===== src/rtl/mem_ctrl.sv =====
// mem_ctrl: byte-serial RAM controller for I-fetch refills and LSB loads/stores.
// Optional MC_IO_STALL_EN: IO-space stores (addr[17:16]==2'b11) wait while io_buffer_full.
module mem_ctrl #(
    parameter int ADDR_W    = 32,
    parameter int IF_DATA_W = 32
) (
    input  logic                 clk,
    input  logic                 rst,
    input  logic                 rdy,
    input  logic                 rollback,
    input  logic                 if_en,
    input  logic [ADDR_W-1:0]    if_addr,
    output logic                 if_done,
    output logic [IF_DATA_W-1:0] if_data,
    input  logic                 lsb_en,
    input  logic                 lsb_wr,
    input  logic [ADDR_W-1:0]    lsb_addr,
    input  logic [2:0]           lsb_len,
    input  logic [31:0]          lsb_wdata,
    output logic                 lsb_done,
    output logic [31:0]          lsb_rdata,
    input  logic [7:0]           mem_din,
    output logic [7:0]           mem_dout,
    output logic [ADDR_W-1:0]    mem_a,
    output logic                 mem_wr,
    input  logic                 io_buffer_full
);
    typedef enum logic [2:0] {IDLE, IF_RD, LSB_RD, LSB_WR, DONE} state_t;
    state_t               state_q, state_d;
    logic [1:0]           cnt_q, cnt_d, cnt_nx;
    logic [2:0]           len_q, len_d;
    logic [31:0]          wdata_q, wdata_d, buf_q, buf_d, buf_nx, lsb_rdata_q, lsb_rdata_d;
    logic [IF_DATA_W-1:0] if_data_q, if_data_d;
    logic [ADDR_W-1:0]    mem_a_q, mem_a_d;
    logic [7:0]           mem_dout_q, mem_dout_d;
    logic                 mem_wr_q, mem_wr_d, if_done_q, if_done_d, lsb_done_q, lsb_done_d;
    logic                 last, io_stall;

`ifdef MC_IO_STALL_EN
    assign io_stall = state_q == LSB_WR && mem_a_q[17:16] == 2'b11 && io_buffer_full;
`else
    logic unused_io;
    assign unused_io = io_buffer_full;
    assign io_stall  = 1'b0;
`endif

    always_comb begin
        state_d     = state_q;
        cnt_d       = cnt_q;
        len_d       = len_q;
        wdata_d     = wdata_q;
        buf_d       = buf_q;
        mem_a_d     = mem_a_q;
        mem_dout_d  = mem_dout_q;
        mem_wr_d    = mem_wr_q;
        if_data_d   = if_data_q;
        lsb_rdata_d = lsb_rdata_q;
        if_done_d   = 1'b0;
        lsb_done_d  = 1'b0;
        cnt_nx      = cnt_q + 2'd1;
        last        = {1'b0, cnt_q} == len_q - 3'd1;
        buf_nx      = buf_q;
        buf_nx[{cnt_q, 3'b000} +: 8] = mem_din;
        case (state_q)
            IDLE: begin
                // A flushed LSB request is dropped, but I-fetch may still start this cycle.
                if (lsb_en && !rollback) begin
                    len_d      = lsb_len;
                    wdata_d    = lsb_wdata;
                    mem_a_d    = lsb_addr;
                    cnt_d      = 2'd0;
                    buf_d      = 32'd0;
                    state_d    = lsb_wr ? LSB_WR : LSB_RD;
                    mem_dout_d = lsb_wdata[7:0];
                    mem_wr_d   = lsb_wr;
                end else if (if_en) begin
                    len_d   = 3'd4;
                    mem_a_d = if_addr;
                    cnt_d   = 2'd0;
                    buf_d   = 32'd0;
                    state_d = IF_RD;
                end
            end
            IF_RD, LSB_RD: begin
                if (state_q == LSB_RD && rollback) begin
                    state_d = IDLE;
                end else begin
                    buf_d = buf_nx;
                    if (last) begin
                        state_d     = DONE;
                        if_done_d   = state_q == IF_RD;
                        lsb_done_d  = state_q == LSB_RD;
                        if_data_d   = state_q == IF_RD ? buf_nx[IF_DATA_W-1:0] : if_data_q;
                        lsb_rdata_d = state_q == LSB_RD ? buf_nx : lsb_rdata_q;
                    end else begin
                        cnt_d   = cnt_nx;
                        mem_a_d = mem_a_q + ADDR_W'(1);
                    end
                end
            end
            LSB_WR: begin
                if (!io_stall) begin
                    if (last) begin
                        state_d    = DONE;
                        mem_wr_d   = 1'b0;
                        lsb_done_d = 1'b1;
                    end else begin
                        cnt_d      = cnt_nx;
                        mem_a_d    = mem_a_q + ADDR_W'(1);
                        mem_dout_d = wdata_q[{cnt_nx, 3'b000} +: 8];
                    end
                end
            end
            default: state_d = IDLE;
        endcase
    end

    always_ff @(posedge clk) begin
        if (rst) begin
            state_q     <= IDLE;
            cnt_q       <= 2'd0;
            len_q       <= 3'd0;
            wdata_q     <= 32'd0;
            buf_q       <= 32'd0;
            mem_a_q     <= '0;
            mem_dout_q  <= 8'd0;
            mem_wr_q    <= 1'b0;
            if_data_q   <= '0;
            lsb_rdata_q <= 32'd0;
            if_done_q   <= 1'b0;
            lsb_done_q  <= 1'b0;
        end else if (rdy) begin
            state_q     <= state_d;
            cnt_q       <= cnt_d;
            len_q       <= len_d;
            wdata_q     <= wdata_d;
            buf_q       <= buf_d;
            mem_a_q     <= mem_a_d;
            mem_dout_q  <= mem_dout_d;
            mem_wr_q    <= mem_wr_d;
            if_data_q   <= if_data_d;
            lsb_rdata_q <= lsb_rdata_d;
            if_done_q   <= if_done_d;
            lsb_done_q  <= lsb_done_d;
        end
    end

    assign if_done   = if_done_q;
    assign if_data   = if_data_q;
    assign lsb_done  = lsb_done_q;
    assign lsb_rdata = lsb_rdata_q;
    assign mem_a     = mem_a_q;
    assign mem_dout  = mem_dout_q;
    assign mem_wr    = mem_wr_q & rdy & ~io_stall;
endmodule


===== config.mk =====
export PLATFORM = sky130hd
export DESIGN_NAME = mem_ctrl
export DESIGN_NICKNAME = d
export VERILOG_FILES = /design/src/rtl/mem_ctrl.sv
export SDC_FILE = /design/constraint.sdc
export NUM_CORES = 1
export LEC_CHECK = 0
export BUFFER_PORTS_ARGS = -buffer_cell sky130_fd_sc_hd__buf_2
export CORE_MARGIN = 2
export CORE_UTILIZATION = 49
export DETAILED_ROUTE_END_ITERATION = 16
export PLACE_DENSITY = 0.77
export SETUP_SLACK_MARGIN = 0.15
export SYNTH_ARGS = -nofsm -noshare
export SYNTH_HDL_FRONTEND = slang
export SYNTH_SLANG_ARGS = --single-unit

===== constraint.sdc =====
create_clock -name clk -period 2.4 [get_ports clk]
set_input_delay 0.24 -clock clk [delete_from_list [all_inputs] [get_ports clk]]
set_output_delay 0.24 -clock clk [all_outputs]
set_load 0.01 [all_outputs]

Word level (Yosys, flattened, before mapping)
Cells that the tools add are included.
{"block": "word_totals", "ff_bits": 179, "latchBits": 0, "ram_bits": 0, "mem_bits_ro": 0, "in_bits": 115, "elab_cells": 84, "mem_count": 0}
{"block": "classes", "addsub": 4, "n_mul": 0, "div": 0, "order_cmp": 0, "eq_ne": 9, "shifts": 3, "muxes": 36, "bitwise": 2, "n_reduce_logical": 18}
{"op": "32-bit 2-to-1 mux", "n": 7}
{"op": "32-bit one-hot mux with 3 select lines", "n": 1}
{"op": "32-bit one-hot mux with 2 select lines", "n": 1}
{"op": "32-bit by 1-bit adder with 32-bit output (second input constant)", "n": 1}
{"op": "32-bit bitwise mux", "n": 1}
{"op": "8-bit by 7-bit variable shift with 32-bit output (first input constant)", "n": 1}
{"op": "32-bit by 6-bit variable part select with 8-bit output", "n": 1}
{"op": "8-bit by 7-bit variable part select with 32-bit output", "n": 1}
{"op": "3-bit 2-to-1 mux", "n": 6}
{"op": "8-bit 2-to-1 mux", "n": 2}
{"op": "8-bit one-hot mux with 2 select lines", "n": 1}
{"op": "4-bit AND reduction", "n": 4}
{"op": "5-bit AND reduction", "n": 2}
{"op": "1-bit 2-to-1 mux", "n": 9}
{"op": "3-bit one-hot mux with 3 select lines", "n": 1}
{"op": "2-bit 2-to-1 mux", "n": 4}
{"op": "2-bit inequality test (second input constant)", "n": 4}
{"op": "5-bit negator with 7-bit output", "n": 1}
{"op": "3-bit by 2-bit == test with 1-bit output (second input constant)", "n": 2}
{"op": "2-bit one-hot mux with 3 select lines", "n": 1}
{"op": "3-bit AND reduction", "n": 2}
{"op": "2-bit nonzero test", "n": 3}
{"op": "1-bit one-hot mux with 2 select lines", "n": 2}
{"op": "2-bit by 3-bit == test with 1-bit output", "n": 1}
{"op": "12 further kinds", "n": 13}

Logic depth before layout (Yosys ltp)
{"block": "depth", "depth_word": 5, "depth_mapped": 9, "depth_no_buf": 7}

Worst setup path after synthesis
OpenSTA, ideal clock, no wires.
{"block": "synth_timing", "path_kind": "register to register", "start": "register len_q[0]", "end": "register mem_a_q[0] (netlist: mem_a[0])", "setup_ps": 74, "arrival_time_ps": 2064, "required_ps": 2326, "setup_slack_ps": 261, "path_stages_with_launch": 9, "path_buffers": 1, "cell_sequence": "dfxtp_1 > inv_1 > ha_1 > xnor2_1 > nor3_4 > a211o_1 > buf_2 > or4_1 > a31oi_1"}
{"block": "synth_via", "elab_chain_cells": 5}
{"element": "start: declaration", "line_no": "31", "text": "logic [2:0] len_q, len_d;"}
{"element": "start signal: assignment", "line_no": "135", "text": "len_q <= len_d;"}
{"element": "3-bit by 1-bit subtractor with 3-bit output *", "line_no": "61", "text": "last = {1'b0, cnt_q} == len_q - 3'd1;"}
{"element": "2-bit by 3-bit == test with 1-bit output *", "line_no": "61"}
{"element": "32-bit 2-to-1 mux *"}
{"element": "32-bit 2-to-1 mux"}
{"element": "32-bit one-hot mux with 3 select lines *"}
{"element": "end signal: assignment", "line_no": "138", "text": "mem_a_q <= mem_a_d;"}
{"element": "end: declaration", "line_no": "34", "text": "logic [ADDR_W-1:0] mem_a_q, mem_a_d;"}
Mark *: on every way between the ends. The rest lies on a longest branch, timed or not. The select of a mux whose other input is x is not followed.
A chain may end at the register's enable or synchronous reset.

Worst setup path in the final report
Same ends and word-level chain as after synthesis.

==> results by group <==
Outcome
  • Status: finished, final reports clean

Yosys
  • Register area share after synthesis: approximately 43%
  • Post-synth EDFFs: 0
  • Yosys warns: 0
  • Distinct cell type count after synthesis: 64
  • Post-synth ARST share: 0%
  • Synth Flop Type: dfxtp_1
  • Syn Nets: 1190
  • Cells after Synth: 1068
  • #FFs+latches synth: 179
  • Syn Area/Cell: 7.89 µm²
  • Syn Std Cell Area: 8430 µm²

Finish
  • Share of layout cells above drive strength 1: 25.3%
  • Synth-to-layout area growth: 24.7%
  • Finished Core Util: 62.9%
  • Non-Filler Instances: 1496
  • Nets: between 1000 and 1500

STA
  • Unrepaired setup endpoints after global routing: yes
  • Layout Skew: 0.0137 ns
  • Fmax: 0.451 GHz
  • Setup-failing EPs final: 0
  • Final hold slack: a little under 0.04 ns
  • Max-slew headroom: between 40% and 50%
  • Pins Over Slew Limit: 0
  • Final hold viol count: 0
  • Worst-margin pin slew: 0.866 ns
  • Final min period: 2.22 ns
  • Fin Setup TNS: 0 ns
  • Tcrit/Tclk final: 92.3%

Pwr
  • Internal power: 4.96 mW
  • Switching share of total power: 28.1%
  • Clk network pwr share: 40.4%
  • Peak VDD IR: 0.492 mV
  • Sequential share of power: 45.7%
  • Pwr per Cell Area: between 600 and 700 nW/µm²
  • P_sw: 1.93 mW
  • Pleak: 4.16 nW
  • Comb pwr share: 13.8%
  • Tot Pwr: slightly below 7 mW

Critical path
  • Setup CP Type: reg -> reg
  • CP Max Fanout: 6
  • Reg2reg setup slack: roughly 0.18 ns
  • Reg2Reg Launch Point: len_q[0]$_SDFFE_PP0P_
  • Worst EP required: 2.75 ns
  • R2R depth: 7
  • CP endpoint kind: register
  • Reg2reg end: mem_a[0]$_SDFFE_PP0P_
  • CP endpoint: mem_a[0]$_SDFFE_PP0P_
  • Crit. Startpoint: len_q[0]$_SDFFE_PP0P_
  • CP arrival: 2.57 ns
  • CP startpoint kind: register

Global routing
  • Overflow after GRT: 0
  • GRT Total Usage: between 20% and 30%
  • Global-route wire length before repair: ~38000 µm
  • Antenna violations before repair: 2
  • Largest net degree at the start of global routing: 66
  • Number of global-route vias before repair: around 7500

Drt
  • Post-route DRC: 0
  • Initial DRC count: roughly 630
  • Antenna Violating Nets Remaining: 0
  • Wirelength per Cell: between 15 and 20 µm
  • Total Routed Length: 24300 µm
  • Vias: 8470
  • DRT Pass-1 Iters: 5
  • Vias per Instance: 5.66

Job
  • Max cap viols: 0

CTS
  • Worst-path clk slew: 0.07 ns
  • CTS Sinks: 179
  • Longest Clk Path Bufs: 2
  • Worst-Skew Late Latency: 0.43 ns
  • H-tree depth: 4
  • Cts bufs inserted: 17
  • CTS tree: done
  • CTS Root Cell: clkbuf_16

Placement
  • Buffers on Ports: 220
  • Gp weighted congestion: 0.874
  • Post-DP HPWL: roughly 16000 µm
  • Placed cell count: 1460

Floorplan
  • Total Die Area: 18300 µm²
  • Die H: around 140 µm
  • Core footprint: approximately 17000 µm²
  • Core Rows: 47
  • IO Pins: around 220
  • Initial core utilization: between 50% and 60%
  • Die width: 135 µm

Worst hold path
  • Hold Crit Class: in -> reg
[synthesized netlist by cell type (all sizes together), types with 4 or more instances]
cell type  number  area share (%)
a31oi           8            0.59
buf            32             1.8
o31ai           4            0.36
nor2b          34             2.6
ha              7             1.0
clkbuf         55             2.4
dfxtp         179              43
and3           12            0.89
mux4            8             2.1
nand3          31             1.8
nand4          10            0.82
nand3b         33             2.9
and2            4            0.30
a21oi         142             8.4
nand2         197             8.8
and4            6            0.62
nor4            6            0.45
nor3           18             1.2
a311oi         11             1.1
a211oi         76             6.8
inv            12            0.53
o21ai          29             1.8
o21a            5            0.45
nor2           99             4.4
[timing repair]
| item | 4_1_cts | 5_1_grt |
|---|---|---|
| hold buffers | 0 | 0 |
| setup buffers | 0 | 1 |
| gates resized for setup | 0 | 5 |
| setup endpoints to repair | 0 | 54 |
[per-layer routing]
| metal | share of wire [%] | global-route usage, % | vias up |
|---|---|---|---|
| met1 | 44 | 35.0 | 3924 |
| met3 | 7.0 | 4.68 | 38 |
| met2 | 47 | 40.0 | 323 |
| met4 | 1.7 | 8.80 | 2 |
| met5 | 0.033 | 0 | - |
| li1 | - | - | 4183 |
[state kept, by name, summed over array words and instances (netlist names)]
name and flops:
mem_a 32, wdata_q 32, state_q 3, lsb_done 1, mem_wr_q 1, len_q 3, if_data 32, if_done 1
mem_dout 8, lsb_rdata 32, cnt_q 2, buf_q 32
[area by class of cell]
cell class	count	area (µm²)
Fill cell	1523	6190
Multi-Input combinational cell	790	4490
Sequential cell	179	3580
Timing Repair Buffer	262	1520
Clock buffer	19	453
Tap cell	220	275
Clock inverter	13	139
Inverter	12	45.0
Antenna cell	1	2.50
[critical path, cell delays in order (launching register included)]
cell     delay (ns)
dfxtp_1        0.36
inv_1          0.05
ha_1           0.30
xnor2_1        0.24
nor3_4         0.09
a211o_1        0.37
or4_1          0.55
a31oi_1        0.18
[cells in the final DEF, fill, tap and decap left out, types with 27 or more instances in the layout]
master	synthesis	routed
buf_2	20	219
o21ai_0	27	27
buf_4	0	34
nor2b_1	33	32
dfxtp_1	179	179
a21oi_1	142	142
nand3b_1	33	33
a211oi_1	75	74
nand3_1	31	31
nand2_1	197	197
nor2_1	99	98
[power by group through the flow]
stage	Sequential [mW]	Combinational, mW	Clock, mW
2_1_floorplan	3.23	0.545	0
3_3_place_gp	3.21	0.932	0
4_1_cts	3.15	0.946	2.84
3_5_place_dp	3.22	0.941	0
6_report	3.15	0.953	2.79
5_1_grt	3.16	1.04	2.97
[worst min path at each step]
stage                                start                        to  slack [ns]  cells past startpoint
finish                       lsb_wdata[17]  wdata_q[17]$_SDFFE_PP0P_        0.04                      3
global route                 lsb_wdata[28]  wdata_q[28]$_SDFFE_PP0P_        0.04                      3
CTS                          lsb_wdata[26]  wdata_q[26]$_SDFFE_PP0P_        0.03                      3
detailed placement  buf_q[12]$_SDFFE_PP0P_    buf_q[12]$_SDFFE_PP0P_        0.44                      2
global placement    buf_q[14]$_SDFFE_PP0P_    buf_q[14]$_SDFFE_PP0P_        0.43                      2
floorplan                     lsb_wdata[0]   wdata_q[0]$_SDFFE_PP0P_        0.38                      2
[per-stage QoR]
step           setup slack [ns]  instance area, µm²
2_1_floorplan             0.261                8430
3_3_place_gp              0.211                9840
3_5_place_dp              0.178                9840
4_1_cts                   0.157               10400
5_1_grt                   0.108               10500
6_report                  0.184               10500
[logic make-up after synthesis]
| group | count (synthesis) | share of synthesized area [%] |
|---|---|---|
| flip-flops | 179 | 42.5 |
| XOR/XNOR | 4 | 0.416 |
| buffers and inverters | 99 | 4.80 |
| AO/OA/AOI/OAI | 302 | 22.3 |
| multiplexers | 11 | 2.49 |
| adder cells (fa/ha/maj) | 7 | 1.04 |
| AND/OR/NAND/NOR | 466 | 26.4 |
(Power assumes the default switching activity.)
